File: config.mk
export PLATFORM = sky130hd
export DESIGN_NAME = hilo_muldiv_seq_flat
export DESIGN_NICKNAME = d
export VERILOG_FILES = /design/src/rtl/hilo_pkg.sv /design/src/rtl/hilo_muldiv_seq_if.sv /design/src/rtl/div_core.sv /design/src/rtl/hilo_muldiv_seq.sv /design/src/flat_wrapper.sv
export SDC_FILE = /design/constraint.sdc
export NUM_CORES = 1
export LEC_CHECK = 0
export ABC_AREA = 1
export ABC_CLOCK_PERIOD_IN_PS = 12100
export CAP_MARGIN = 10
export CORE_MARGIN = 1.5
export CORE_UTILIZATION = 61
export CTS_CLUSTER_SIZE = 10
export DETAILED_ROUTE_END_ITERATION = 16
export PLACE_DENSITY_LB_ADDON = 0.15
export SLEW_MARGIN = 30
export SYNTH_ARGS = -nofsm -noshare
export SYNTH_HDL_FRONTEND = slang
export SYNTH_SLANG_ARGS = --single-unit
File: constraint.sdc
create_clock -name clk -period 12.1 [get_ports clk]
set_clock_uncertainty 0.2 [all_clocks]
set_input_delay 2.42 -clock clk [delete_from_list [all_inputs] [get_ports clk]]
set_output_delay 2.42 -clock clk [all_outputs]
set_load 0.02 [all_outputs]
File: src/rtl/hilo_pkg.sv
// Shared encodings for the HI/LO sequential divide unit: op codes, read selects
// and the FSM state type.
package hilo_pkg;

  typedef enum logic [2:0] {
    OP_NONE = 3'b000,
    OP_DIVU = 3'b001,
    OP_DIV  = 3'b010,
    OP_MTHI = 3'b011,
    OP_MTLO = 3'b100
  } opCode_t;

  typedef enum logic [1:0] {
    MF_NONE  = 2'b00,
    MF_NONE1 = 2'b01,
    MF_HI    = 2'b10,
    MF_LO    = 2'b11
  } mfCode_t;

  typedef enum logic [1:0] {
    ST_IDLE = 2'b00,
    ST_RUN  = 2'b01,
    ST_DONE = 2'b10
  } state_t;

endpackage

File: src/rtl/hilo_muldiv_seq_if.sv
// EX-stage bundle between the pipeline and the HI/LO unit; the pipeline is the
// master, the HI/LO unit the slave.
interface hilo_muldiv_seq_if #(parameter int WIDTH = 32);

  logic [WIDTH-1:0] SrcAE;
  logic [WIDTH-1:0] SrcBE;
  logic [2:0]       opE;
  logic [1:0]       mfE;
  logic [WIDTH-1:0] Out;
  logic             busyE;
  logic             stallE;

  modport master (output SrcAE, SrcBE, opE, mfE, input Out, busyE, stallE);
  modport slave  (input SrcAE, SrcBE, opE, mfE, output Out, busyE, stallE);

endinterface

File: src/rtl/div_core.sv
// Unsigned restoring divider, one quotient bit per step. start loads operands;
// done flags the edge on which the final step is taken.
module div_core #(
  parameter int WIDTH = 32,
  parameter int CNT_W = 6
) (
  input  logic             clk,
  input  logic             reset,
  input  logic             start,
  input  logic             step,
  input  logic [WIDTH-1:0] dividend,
  input  logic [WIDTH-1:0] divisor,
  output logic             done,
  output logic [WIDTH-1:0] quotient,
  output logic [WIDTH-1:0] remainder
);

  logic [WIDTH-1:0] remReg;
  logic [WIDTH-1:0] quoReg;
  logic [WIDTH-1:0] divReg;
  logic [CNT_W-1:0] count;
  logic [WIDTH:0]   remShift;
  logic [WIDTH+1:0] trial;
  logic             unusedTrialBit;

  // A non-negative trial difference is always below the divisor, so only the
  // low WIDTH bits are ever kept.
  assign remShift       = {remReg, quoReg[WIDTH-1]};
  assign trial          = {1'b0, remShift} - {2'b00, divReg};
  assign unusedTrialBit = trial[WIDTH];

  always_ff @(posedge clk or posedge reset) begin
    if (reset) begin
      remReg <= '0;
      quoReg <= '0;
      divReg <= '0;
      count  <= '0;
    end else if (start) begin
      remReg <= '0;
      quoReg <= dividend;
      divReg <= divisor;
      count  <= '0;
    end else if (step) begin
      if (!trial[WIDTH+1]) begin
        remReg <= trial[WIDTH-1:0];
        quoReg <= {quoReg[WIDTH-2:0], 1'b1};
      end else begin
        remReg <= remShift[WIDTH-1:0];
        quoReg <= {quoReg[WIDTH-2:0], 1'b0};
      end
      count <= count + CNT_W'(1);
    end
  end

  assign done      = step && (count == CNT_W'(WIDTH - 1));
  assign quotient  = quoReg;
  assign remainder = remReg;

endmodule

File: src/rtl/hilo_muldiv_seq.sv
// Architectural HI/LO registers with an iterative DIV/DIVU, MTHI/MTLO writes,
// MFHI/MFLO read mux and the stall request raised while a divide is in flight.
module hilo_muldiv_seq
  import hilo_pkg::*;
#(
  parameter int WIDTH = 32,
  parameter int CNT_W = 6
) (
  input logic               clk,
  input logic               reset,
  hilo_muldiv_seq_if.slave  bus
);

  state_t           state;
  state_t           nextState;
  logic             startDiv;
  logic             writeDiv;
  logic             doneDiv;
  logic             isDivOp;
  logic             isSigned;
  logic             negQuo;
  logic             negRem;
  logic             busy;
  logic [WIDTH:0]   extA;
  logic [WIDTH:0]   extB;
  logic [WIDTH:0]   magA;
  logic [WIDTH:0]   magB;
  logic [1:0]       unusedMagBits;
  logic [WIDTH-1:0] quotient;
  logic [WIDTH-1:0] remainder;
  logic [WIDTH-1:0] hiReg;
  logic [WIDTH-1:0] loReg;

  assign isDivOp  = (bus.opE == OP_DIVU) || (bus.opE == OP_DIV);
  assign isSigned = (bus.opE == OP_DIV);

  // One extra bit keeps the magnitude of the most negative operand exact.
  assign extA          = {isSigned & bus.SrcAE[WIDTH-1], bus.SrcAE};
  assign extB          = {isSigned & bus.SrcBE[WIDTH-1], bus.SrcBE};
  assign magA          = extA[WIDTH] ? -extA : extA;
  assign magB          = extB[WIDTH] ? -extB : extB;
  assign unusedMagBits = {magA[WIDTH], magB[WIDTH]};

  div_core #(.WIDTH(WIDTH), .CNT_W(CNT_W)) core (
    .clk       (clk),
    .reset     (reset),
    .start     (startDiv),
    .step      (state == ST_RUN),
    .dividend  (magA[WIDTH-1:0]),
    .divisor   (magB[WIDTH-1:0]),
    .done      (doneDiv),
    .quotient  (quotient),
    .remainder (remainder)
  );

  always_ff @(posedge clk or posedge reset) begin
    if (reset) begin
      state  <= ST_IDLE;
      negQuo <= 1'b0;
      negRem <= 1'b0;
    end else begin
      state <= nextState;
      if (startDiv) begin
        negQuo <= extA[WIDTH] ^ extB[WIDTH];
        negRem <= extA[WIDTH];
      end
    end
  end

  // New ops are only accepted in IDLE; while busy the pipeline re-presents them.
  always_comb begin
    nextState = state;
    startDiv  = 1'b0;
    writeDiv  = 1'b0;
    case (state)
      ST_IDLE: begin
        if (isDivOp) begin
          startDiv  = 1'b1;
          nextState = ST_RUN;
        end
      end
      ST_RUN: begin
        if (doneDiv) nextState = ST_DONE;
      end
      ST_DONE: begin
        writeDiv  = 1'b1;
        nextState = ST_IDLE;
      end
      default: nextState = ST_IDLE;
    endcase
  end

  always_ff @(posedge clk or posedge reset) begin
    if (reset) begin
      hiReg <= '0;
      loReg <= '0;
    end else if (writeDiv) begin
      hiReg <= negRem ? -remainder : remainder;
      loReg <= negQuo ? -quotient : quotient;
    end else if (state == ST_IDLE) begin
      if (bus.opE == OP_MTHI) hiReg <= bus.SrcAE;
      if (bus.opE == OP_MTLO) loReg <= bus.SrcAE;
    end
  end

  assign busy       = (state != ST_IDLE);
  assign bus.busyE  = busy;
  assign bus.stallE = busy & (bus.mfE[1] | (bus.opE != OP_NONE));
  assign bus.Out    = (bus.mfE == MF_HI) ? hiReg :
                      (bus.mfE == MF_LO) ? loReg : '0;

endmodule

File: src/flat_wrapper.sv
// flat-port wrapper written by rule: the top's interface ports become plain ports
module hilo_muldiv_seq_flat import hilo_pkg::*;
#(
  parameter int WIDTH = 32,
  parameter int CNT_W = 6
)
  (clk, reset, bus_SrcAE, bus_SrcBE, bus_opE, bus_mfE, bus_Out, bus_busyE, bus_stallE);
  hilo_muldiv_seq_if #(.WIDTH(WIDTH)) bus_i ();
  input logic clk;
  input logic reset;
  input wire logic [$bits(bus_i.SrcAE)-1:0] bus_SrcAE;
  input wire logic [$bits(bus_i.SrcBE)-1:0] bus_SrcBE;
  input wire logic [$bits(bus_i.opE)-1:0] bus_opE;
  input wire logic [$bits(bus_i.mfE)-1:0] bus_mfE;
  output wire logic [$bits(bus_i.Out)-1:0] bus_Out;
  output wire logic [$bits(bus_i.busyE)-1:0] bus_busyE;
  output wire logic [$bits(bus_i.stallE)-1:0] bus_stallE;
  assign bus_i.SrcAE = bus_SrcAE;
  assign bus_i.SrcBE = bus_SrcBE;
  assign bus_i.opE = bus_opE;
  assign bus_i.mfE = bus_mfE;
  assign bus_Out = bus_i.Out;
  assign bus_busyE = bus_i.busyE;
  assign bus_stallE = bus_i.stallE;
  hilo_muldiv_seq #(.WIDTH(WIDTH), .CNT_W(CNT_W)) u_core (.clk(clk), .reset(reset), .bus(bus_i));
endmodule
After elaboration in Yosys (flattened, before gate mapping)
Index checks and enable logic that the tools add are counted.

Add/subtract/negate cells: 6. $mul: 0. Div/mod/pow operators: 0. $lt $le $gt $ge: 0. Equality and inequality tests: 11. Shift-type cells: 0. Muxes and demuxes: 26. Bitwise logic cells: 5. Reduce and logical (&&, ||, !) cells: 12.

Operators with widths (count): $mux 32 (17); $neg 32->32 (4); $sub 33x32->34 (1); $mux 6 (2); $reduce_bool 2->1 (5); $add 6x1->6 const B (1); $eq 2x2->1 const B (3); $eq 3x2->1 const B (2); $eq 6x5->1 const B (1); $reduce_and 2->1 (3); $mux 1 (4); $mux 2 (2); $ne 2x1->1 const B (2); $pmux 2 s2 (1); $and 1x1->1 (3); $eq 3x1->1 const B (1); $eq 3x3->1 const B (1); $reduce_bool 3->1 (1); $eq 2x1->1 const B (1); $logic_not 2->1 (1); $logic_and 1x1->1 (1); $logic_or 1x1->1 (1); $or 1x1->1 (1); $xor 1x1->1 (1).

Register bits: 170. Bits in latches: 0. Memory bits (writable): 0. Bits in read-only memories: 0. Output and inout port bits: 34. Memories kept: 0.

Logic depth before layout (Yosys ltp)
Gate-level depths: netlist of the first run.

Depth after elaboration: 5. Gate-level depth with buffers: 17. Depth with buffers taken out: 16.

By module
Synthesis of the first run repeated with hierarchy kept, for this count alone.

Cells, all modules: 2441. Area, all modules: 14878.0 um^2.

By module, submodules not included: hilo_muldiv_seq (times used 1, cells each 1378, area each 7738.7 um^2); div_core (times used 1, cells each 1063, area each 7139.3 um^2).

Worst setup path after synthesis of the first run
OpenSTA, ideal clock, no wires.

Path type: input-to-output. Start point: input port bus_mfE[1]. End point: output port bus_Out[16]. Arrival: 3773 ps. Path slack: 5707 ps. Stages on the path: 6. Buffers on the path: 3. Cell sequence: clkbuf_1 -> inv_1 -> or2_2 -> clkbuf_1 -> clkbuf_1 -> o21ai_0.

Word-level cells in the longest chain between the ends: 3.

Ends and longest elaborated chain: from (decl) (line flat_wrapper.sv:14) `input wire logic [$bits(bus_i.mfE)-1:0] bus_mfE;`; $eq 2x2->1 (line hilo_muldiv_seq.sv:110) `(bus.mfE == MF_LO) ? loReg : '0;`; $mux 32 (line hilo_muldiv_seq.sv:110); $mux 32 * (line hilo_muldiv_seq.sv:109) `assign bus.Out = (bus.mfE == MF_HI) ? hiReg :`; to (decl) (line flat_wrapper.sv:15) `output wire logic [$bits(bus_i.Out)-1:0] bus_Out;`.

Every way passes the cells marked *; elsewhere a longest branch is shown, timed or not.

Final worst setup path of the first run
Start point: input port bus_mfE[1]. End point: output port bus_Out[24].

The elaborated chain is that of the path after synthesis.

==> impl_metrics.ini, run 1 <==
[place]
place_congestion = 1.00
port_buffers = 104
dp_hpwl_um = 36600

[floorplan]
start_util = 0.628
io_pins = 105
coreArea_um2 = 22800
rows = 55
design.die.area_um2 = 24500
die_w_um = 156
die_h_um = 156

[critical_path]
crit_path_cell_trace = clkdlybuf4s50_1 > nand2_1 > o22ai_1 > clkdlybuf4s50_1
slowest_stage = clkdlybuf4s50_1
end_kind = primary output
path_class = input pin to primary output
cp_top_family = buffers and inverters
max_stage_delay_ns = 0.89
arrival_ns = 5.17
cp-start-kind = input pin
critPathRequiredTime_ns = 9.48
crit_path_frequent_cell = clkdlybuf4s50_1
path_max_fanout = 17
crit_buf_inv = 2

[synthesis]
ys_ff_latch = 170
synth-edff-count = 0
synthCells = 2298
yosys-top-cells-area = dfrtp_1 30%, nand2_1 17%, inv_1 9.8%, nand3_1 9.7%, nor2_1 5.0%
synth_top_area_frac = 0.296
post_synth_num_cell_types = 52
synth_commonest_cells = 641 x nand2_1, 375 x inv_1, 279 x nand3_1
ys_warn_count = 0
mappedNetlistNets = 2407
synthFlopType = dfrtp_1
synth.largest_area_cell = dfrtp_1
synth.avg_cell_area_um2 = 6.25
synth_most_common_cell = nand2_1
syn_area_um2 = 14400
async_reset_ff_frac = 1.00
seq_area_frac_synth = 0.296

[min_path]
hold_class = register to register

[finish]
num_antenna_cells = 0
drive_above_1_share = 0.0424
fin_util = 0.705
nets = 2457
syn2layout_area_growth_pct = 12.2
fillers = 2069

[detailed_routing]
drc_errors = 0
ant_nets = 0
vias = 15900
wirelength_um = 48100
first_iter_violations = 2108
drt-pass1-iter-count = 8
avgRoutedWirePerCell_um = 18.0
viasPerCell = 5.94

[clock_tree]
cts-hold-fix-buffers = 0
clockRootBuffer = clkbuf_16
clkSlewWorstSetupHoldPaths_ns = 0.07
cts_made_buffers = 17
cts_tree = built
clk-insertion-delay-late_ns = 0.44
clk_path_buf_depth = 2
cts_setup_buffers = 0
cts_sinks = 170
cts-htree-levels = 4
ctsResizeCount = 0

[sta]
relSlewSlack = 0.365
timing.final.crit_share = 0.644
fin_crit_ns = 7.79
hold_violations = 0
slew_viol_final = 0
fmax_ghz = 0.128
rsz0062_at_grt = false
setup_violations = 0
final.setup.tns_ns = 0
worstMarginPinSlew_ns = 0.950

[global_route]
grt_pass1_wl_um = 76100
track_usage = 0.399
grt_pass1_vias = 14500
antenna_found_initial = 1
grt_max_degree = 101
grt_overflow = 0

[outcome]
status = finished, final reports clean

[power_and_ir_drop]
peakVddDrop_v = 0.0000657
p_per_area_nw_per_um2 = 78.1
p_leak_nw = 8.25
seqPwrFrac = 0.452
swShare = 0.271
intPower_mw = 0.918
p_sw_mw = 0.340
pwr-share-comb = 0.101
p_clk_frac = 0.446

[job]
maxCapViolCount = 0
[metrics by stage]
step                      worst slack [ns]  total power, mW  area, um2  hold slack (ns)  cells
after global placement                4.57            0.703      15500            0.262   2641
final                                 4.31             1.26      16100            0.285   2674
after global routing                  4.22             1.29      16100            0.309   2674
after floorplan                       4.88            0.641      14400            0.247   2298
after detailed placement              4.39            0.705      15500            0.266   2642
after CTS                             4.38             1.26      16100            0.286   2674
[per-layer routing]
| layer | track usage | part of all wire | routed length (um) |
|---|---|---|---|
| met3 | 0.0731 | 0.11 | 5390 |
| met5 | 0 | 0 | 0 |
| met4 | 0.146 | 0.036 | 1710 |
| met2 | 0.603 | 0.43 | 20500 |
| met1 | 0.570 | 0.43 | 20500 |
[registers in the layout, indices dropped and copies added (netlist names)]
signal,cells
u_core.core.count,6
u_core.core.divReg,32
u_core.core.quotient,32
u_core.core.remainder,32
u_core.hiReg,32
u_core.loReg,32
u_core.negQuo,1
u_core.negRem,1
u_core.state,2
[logic make-up (layout without fill, tap and decap cells)]
kind of cell	after synthesis	in the layout	synth area share
buf+inv	467	530	0.127
simple gates	1217	1217	0.367
compound gates	351	351	0.142
flops	170	170	0.296
mux	1	1	0.000697
fa+ha+maj	38	38	0.0336
xor+xnor	54	54	0.0329
[cells in the final DEF, fill, tap and decap left out, types with 6 or more instances in the layout]
cell             instances
nand2_1                641
inv_1                  374
nand3_1                279
nor2_1                 188
dfrtp_1                169
o21ai_0                123
clkdlybuf4s50_1        104
a21oi_1                 63
o22ai_1                 57
xor2_1                  39
ha_1                    37
o21ai_1                 31
nor3_1                  29
o211ai_1                29
nand4_1                 23
o21bai_1                20
clkbuf_16               17
xnor2_1                 15
inv_2                   10
nor2_2                   8
nand3b_1                 8
or2_2                    7
nor2_4                   6
a31oi_1                  6
o221ai_1                 6
inv_8                    6
buf_4                    6
[final cells by class]
cell class / count / area [um2] / share of cell area
inverters: 386 / 1460 / 0.0905
multi-input cells: 1661 / 8290 / 0.514
well taps: 313 / 392 / 0.0243
clock inverters: 14 / 153 / 0.00947
clock buffers: 18 / 439 / 0.0273
repair buffers: 112 / 1120 / 0.0698
flip-flops and latches: 170 / 4260 / 0.264
[worst paths after layout]
check                                          start                       end  slack, ns  depth (start not counted)
setup / recovery                          bus_mfE[1]               bus_Out[24]       4.31                          4
hold / removal                  u_core.core.count[5]      u_core.core.count[5]       0.29                          1
setup reg to reg           u_core.core.remainder[23]  u_core.core.remainder[0]       8.58                         12
hold reg to reg                 u_core.core.count[5]      u_core.core.count[5]       0.29                          1
max in group asynchronous                      reset          u_core.loReg[17]       8.35                          3
min in group asynchronous                      reset     u_core.core.divReg[1]       2.25                          2
[worst register-to-register path: stages (launching register included)]
cell and delay [ns]:
dfrtp_1 0.46, ha_1 0.45, nand2_1 0.18, inv_1 0.07, nand2_1 0.06, nand3_1 0.09
inv_1 0.08, o21ai_2 0.09, a21oi_4 0.76, nand2_4 0.47, nand2_1 0.18, nand3_1 0.20
o21ai_1 0.16
[power by group through the flow]
| stage | registers, mW | logic, mW | clock network [mW] |
|---|---|---|---|
| 4_1_cts | 0.569 | 0.126 | 0.561 |
| 2_1_floorplan | 0.580 | 0.0609 | 0 |
| 3_5_place_dp | 0.580 | 0.125 | 0 |
| 3_3_place_gp | 0.580 | 0.123 | 0 |
| 6_report | 0.569 | 0.127 | 0.562 |
| 5_1_grt | 0.569 | 0.138 | 0.582 |
Note: power is estimated with default switching activity, not from simulation.
==> inputs of run 2 (changes only) <==
--- a/config.mk
+++ b/config.mk
@@ -6,10 +6,10 @@
 export NUM_CORES = 1
 export LEC_CHECK = 0
 export ABC_AREA = 1
-export ABC_CLOCK_PERIOD_IN_PS = 12100
+export ABC_CLOCK_PERIOD_IN_PS = 7000
 export CAP_MARGIN = 10
 export CORE_MARGIN = 1.5
-export CORE_UTILIZATION = 61
+export CORE_UTILIZATION = 55
 export CTS_CLUSTER_SIZE = 10
 export DETAILED_ROUTE_END_ITERATION = 16
 export PLACE_DENSITY_LB_ADDON = 0.15
==> constraint.sdc (replaced) <==
create_clock -name clk -period 7 [get_ports clk]
set_clock_uncertainty 0.2 [all_clocks]
set_input_delay 1.4 -clock clk [delete_from_list [all_inputs] [get_ports clk]]
set_output_delay 1.4 -clock clk [all_outputs]
set_load 0.02 [all_outputs]
==> run 2 against run 1 <==
Net effect:
- critical endpoint is now bus_Out[0]
- non-clock buffer count up 4
- wire length grew 0.53%
- final cell count is 0.79% higher
- critical path depth did not move
- setup slack worse by 3.1 ns
- total power increased by 73%
- sequential cell count did not move
==> impl_metrics.ini, run 2 (synthesis results as in run 1) <==
[global_route]
grt_pass1_vias = 14400
antenna_found_initial = 0
grt_overflow = 0
track_usage = 0.365
grt_pass1_wl_um = 76400
grt_max_degree = 91

[critical_path]
cp-start-kind = input pin
max_stage_delay_ns = 0.90
crit_buf_inv = 2
cp_top_family = buffers and inverters
crit_path_cell_trace = clkdlybuf4s50_1 > nand2_1 > o22ai_1 > clkdlybuf4s50_1
path_class = input pin to primary output
path_max_fanout = 17
slowest_stage = clkdlybuf4s50_1
arrival_ns = 4.15
critPathRequiredTime_ns = 5.40
end_kind = primary output
crit_path_frequent_cell = clkdlybuf4s50_1

[finish]
fin_util = 0.636
num_antenna_cells = 0
drive_above_1_share = 0.0431
fin_cells = 2695
syn2layout_area_growth_pct = 12.5
fillers = 2482
final_cell_mix = 641 x nand2_1, 374 x inv_1, 279 x nand3_1, 188 x nor2_1, 170 x dfrtp_1
layout.cells.most_common = nand2_1
nets = 2461
fin_area_um2 = 16200

[power_and_ir_drop]
p_per_area_nw_per_um2 = 134
p_leak_nw = 8.26
peakVddDrop_v = 0.000156
p_total_mw = 2.17

[place]
dp_hpwl_um = 36700
pre_cts_ws_ns = 1.36
place_congestion = 0.996
post_dp_cell_area_um2 = 15500
dp_cells = 2662
port_buffers = 104

[job]
maxCapViolCount = 0

[sta]
final.setup.tns_ns = 0
relSlewSlack = 0.370
fmax_ghz = 0.174
holdWs_ns = 0.289
fin_crit_ns = 5.75
setup_slack_ns = 1.25
hold_violations = 0
slew_viol_final = 0
rsz0062_at_grt = false
timing.final.crit_share = 0.822
setup_violations = 0
worstMarginPinSlew_ns = 0.944

[clock_tree]
cts_setup_buffers = 0
clk_path_buf_depth = 2
cts_made_buffers = 17
cts_tree = built
cts_sinks = 170
clk-insertion-delay-late_ns = 0.45
ctsResizeCount = 0
cts-hold-fix-buffers = 0
clkSlewWorstSetupHoldPaths_ns = 0.06
clockRootBuffer = clkbuf_16
cts-htree-levels = 4

[detailed_routing]
wirelength_um = 48400
vias = 15700
drc_errors = 0
avgRoutedWirePerCell_um = 17.9
drt-pass1-iter-count = 8
ant_nets = 0
viasPerCell = 5.83
first_iter_violations = 1699

[outcome]
status = finished, final reports clean

[floorplan]
die_h_um = 165
design.die.area_um2 = 27100
coreArea_um2 = 25400
rows = 58
die_w_um = 165
io_pins = 105
start_util = 0.565

[min_path]
hold_class = register to register
run 2: report_power, final:
group          internal (mW)  switching [mW]  total [mW]
clock                  0.507           0.458       0.964
combinational         0.0888           0.134       0.223
sequential             0.983        0.000610       0.984
total                   1.58           0.592        2.17
run 2: worst reg2reg max path: stages, from the launching register on:
cell     delay (ns)
dfrtp_1        0.47
ha_1           0.40
nand2_1        0.18
inv_1          0.06
nand2_1        0.06
nand2_1        0.07
inv_1          0.07
nand3_2        0.14
nand2_2        0.11
nand2_2        0.07
nand2_4        0.30
nand2_4        0.32
nand2_1        0.17
nand3_1        0.22
o21ai_1        0.18
run 2: path summary, 6_finish.rpt:
kind / from / endpoint / slack, ns / cells after the start
max in group asynchronous: reset / u_core.core.divReg[16] / 4.25 / 4
min reg2reg: u_core.core.divReg[12] / u_core.core.divReg[12] / 0.29 / 2
min in group asynchronous: reset / u_core.core.divReg[2] / 1.09 / 2
min: u_core.core.divReg[12] / u_core.core.divReg[12] / 0.29 / 2
max reg2reg: u_core.core.remainder[6] / u_core.core.remainder[0] / 3.88 / 14
max: bus_mfE[1] / bus_Out[0] / 1.25 / 4
run 2: layer usage:
metal / routed length, um / share of wire / up-vias / GRT usage
li1: - / - / 7506 / -
met5: 0 / 0 / - / 0
met4: 1420 / 0.029 / 0 / 0.123
met2: 21200 / 0.44 / 784 / 0.561
met1: 21200 / 0.44 / 7323 / 0.518
met3: 4550 / 0.094 / 90 / 0.0638
run 2: cell type report:
cell class                      count  area (um2)  share of cell area
Clock inverter                     14         159             0.00984
Inverter                          386        1460              0.0902
Tap cell                          330         413              0.0256
Timing Repair Buffer              116        1150              0.0713
Sequential cell                   170        4250               0.263
Multi-Input combinational cell   1661        8290               0.513
Clock buffer                       18         429              0.0266
==> inputs of run 3 (changes only) <==
--- a/config.mk
+++ b/config.mk
@@ -6,7 +6,7 @@
 export NUM_CORES = 1
 export LEC_CHECK = 0
 export ABC_AREA = 1
-export ABC_CLOCK_PERIOD_IN_PS = 7000
+export ABC_CLOCK_PERIOD_IN_PS = 4900
 export CAP_MARGIN = 10
 export CORE_MARGIN = 1.5
 export CORE_UTILIZATION = 55
==> constraint.sdc (replaced) <==
create_clock -name clk -period 4.9 [get_ports clk]
set_clock_uncertainty 0.2 [all_clocks]
set_input_delay 0.98 -clock clk [delete_from_list [all_inputs] [get_ports clk]]
set_output_delay 0.98 -clock clk [all_outputs]
set_load 0.02 [all_outputs]
==> run 3 against run 2 <==
Net effect:
- via count down 1.1%
- utilization increased by 0.21 points
- total power increased by 43%
- sequential power increased by 42%
- critical endpoint is now bus_Out[26]
- first-iteration DRC count down 8.5%
- global-route usage down 0.89 points
- final cell count up 0.15%
- sequential share of layout area down 0.087 points
==> impl_metrics.ini, run 3 (synthesis results as in run 1) <==
[critical_path]
max_stage_delay_ns = 0.67
critPathRequiredTime_ns = 3.72
cp-start-kind = input pin
ff2ff_setup_slack_ns = 1.77
path_class = input pin to primary output
startpoint = bus_mfE[1]
timing.rr.start = u_core.core.remainder[19]
timing.rr.end = u_core.core.remainder[26]
crit_path_cell_trace = clkdlybuf4s50_1 > buf_4 > nand2_1 > o22ai_1 > clkdlybuf4s50_1
arrival_ns = 3.57
end_kind = primary output
cp-endpoint = bus_Out[26]
r2r_cells = 10
slowest_stage = clkdlybuf4s50_1
crit_path_frequent_cell = clkdlybuf4s50_1
path_max_fanout = 17

[detailed_routing]
viasPerCell = 5.75
wirelength_um = 47400
drt-pass1-iter-count = 7
vias = 15500
first_iter_violations = 1554
avgRoutedWirePerCell_um = 17.6
ant_nets = 0
drc_errors = 0

[sta]
hold_violations = 0
rsz0062_at_grt = false
setup_violations = 0
relSlewSlack = 0.386
slew_viol_final = 0
timing.final.crit_share = 0.969
final.setup.tns_ns = 0
worstMarginPinSlew_ns = 0.919
fmax_ghz = 0.211
fin_crit_ns = 4.75

[clock_tree]
cts_setup_buffers = 0
clk-insertion-delay-late_ns = 0.45
clkSlewWorstSetupHoldPaths_ns = 0.08
cts_tree = built
cts_made_buffers = 17
cts-htree-levels = 4
ctsResizeCount = 0
cts_sinks = 170
clockRootBuffer = clkbuf_16
cts-hold-fix-buffers = 0
clk_path_buf_depth = 2

[power_and_ir_drop]
peakVddDrop_v = 0.000217
p_sw_mw = 0.876
p_leak_nw = 8.29
swShare = 0.283
p_total_mw = 3.10
seqPwrFrac = 0.454
pwr-share-comb = 0.103
p_per_area_nw_per_um2 = 191
p_clk_frac = 0.444
intPower_mw = 2.22

[global_route]
grtUsageMet3 = 0.0844
track_usage = 0.356
met1_usage = 0.503
grt_pass1_vias = 14200
top_usage_layer = met2
grt_pass1_wl_um = 74200
grt_overflow = 0
antenna_found_initial = 0
grt_max_degree = 69
use_met2 = 0.537

[finish]
drive_above_1_share = 0.0452
multi_input_area_um2 = 8290
final_cell_mix = 641 x nand2_1, 374 x inv_1, 279 x nand3_1, 188 x nor2_1, 170 x dfrtp_1
nets = 2465
fin_area_um2 = 16200
syn2layout_area_growth_pct = 12.9
num_antenna_cells = 0
final-seq-area_um2 = 4250
fillers = 2409
layout.cells.most_common = nand2_1

[place]
port_buffers = 104
post_dp_cell_area_um2 = 15600
place_congestion = 0.999
dp_hpwl_um = 37100

[floorplan]
die_w_um = 165
coreArea_um2 = 25400
rows = 58
io_pins = 105
design.die.area_um2 = 27100
die_h_um = 165
start_util = 0.565

[min_path]
hold_class = register to register
holdPathStages = 1

[job]
maxCapViolCount = 0

[outcome]
status = finished, final reports clean
-- run 3: cell count changes in the layout (fill, tap and decap cells not counted), sizes merged --
cell and delta:
buf +4, bufinv -1, clkbuf -1, clkinv +1
inv +1
-- run 3: power groups by stage --
stage	clock (mW)	combinational, mW	sequential (mW)
after floorplan	0	0.151	1.43
after global placement	0	0.310	1.43
after detailed placement	0	0.313	1.43
after CTS	1.37	0.315	1.40
after global routing	1.43	0.345	1.40
final	1.37	0.318	1.40
-- run 3: worst min-delay path by stage --
| stage | from | endpoint | slack (ns) |
|---|---|---|---|
| after detailed placement | u_core.core.divReg[25] | u_core.core.divReg[25] | 0.27 |
| after floorplan | u_core.core.count[5] | u_core.core.count[5] | 0.25 |
| after global placement | u_core.core.divReg[28] | u_core.core.divReg[28] | 0.27 |
| after global routing | u_core.core.count[5] | u_core.core.count[5] | 0.31 |
| after CTS | u_core.core.divReg[25] | u_core.core.divReg[25] | 0.29 |
| final | u_core.core.count[5] | u_core.core.count[5] | 0.29 |
-- run 3: critical path, delay by kind of cell --
family	cells	cell delay, ns
AO/OA/AOI/OAI	1	0.46
AND/OR/NAND/NOR	1	0.57
buffers and inverters	3	1.55
-- run 3: area by class of cell --
cell class,count,share of cell area
inverters,386,0.0898
clock inverters,15,0.0105
multi-input cells,1661,0.512
clock buffers,17,0.0263
well taps,330,0.0255
repair buffers,120,0.0740
flip-flops and latches,170,0.263
-- run 3: metal layers --
layer	share of wire	wire length [um]	vias to the layer above
met1	0.45	21300	7237
li1	-	-	7522
met2	0.43	20400	687
met4	0.026	1250	0
met5	0	0	-
met3	0.095	4490	83
-- run 3: stage by stage --
stage | std cells | utilization | setup slack (ns) | hold WS, ns
floorplan | 2298 | - | 1.39 | 0.247
global placement | 2666 | 0.614 | 0.464 | 0.266
detailed placement | 2666 | 0.614 | 0.350 | 0.269
CTS | 2698 | 0.637 | 0.333 | 0.287
global route | 2699 | 0.638 | 0.158 | 0.313
finish | 2699 | 0.638 | 0.153 | 0.285
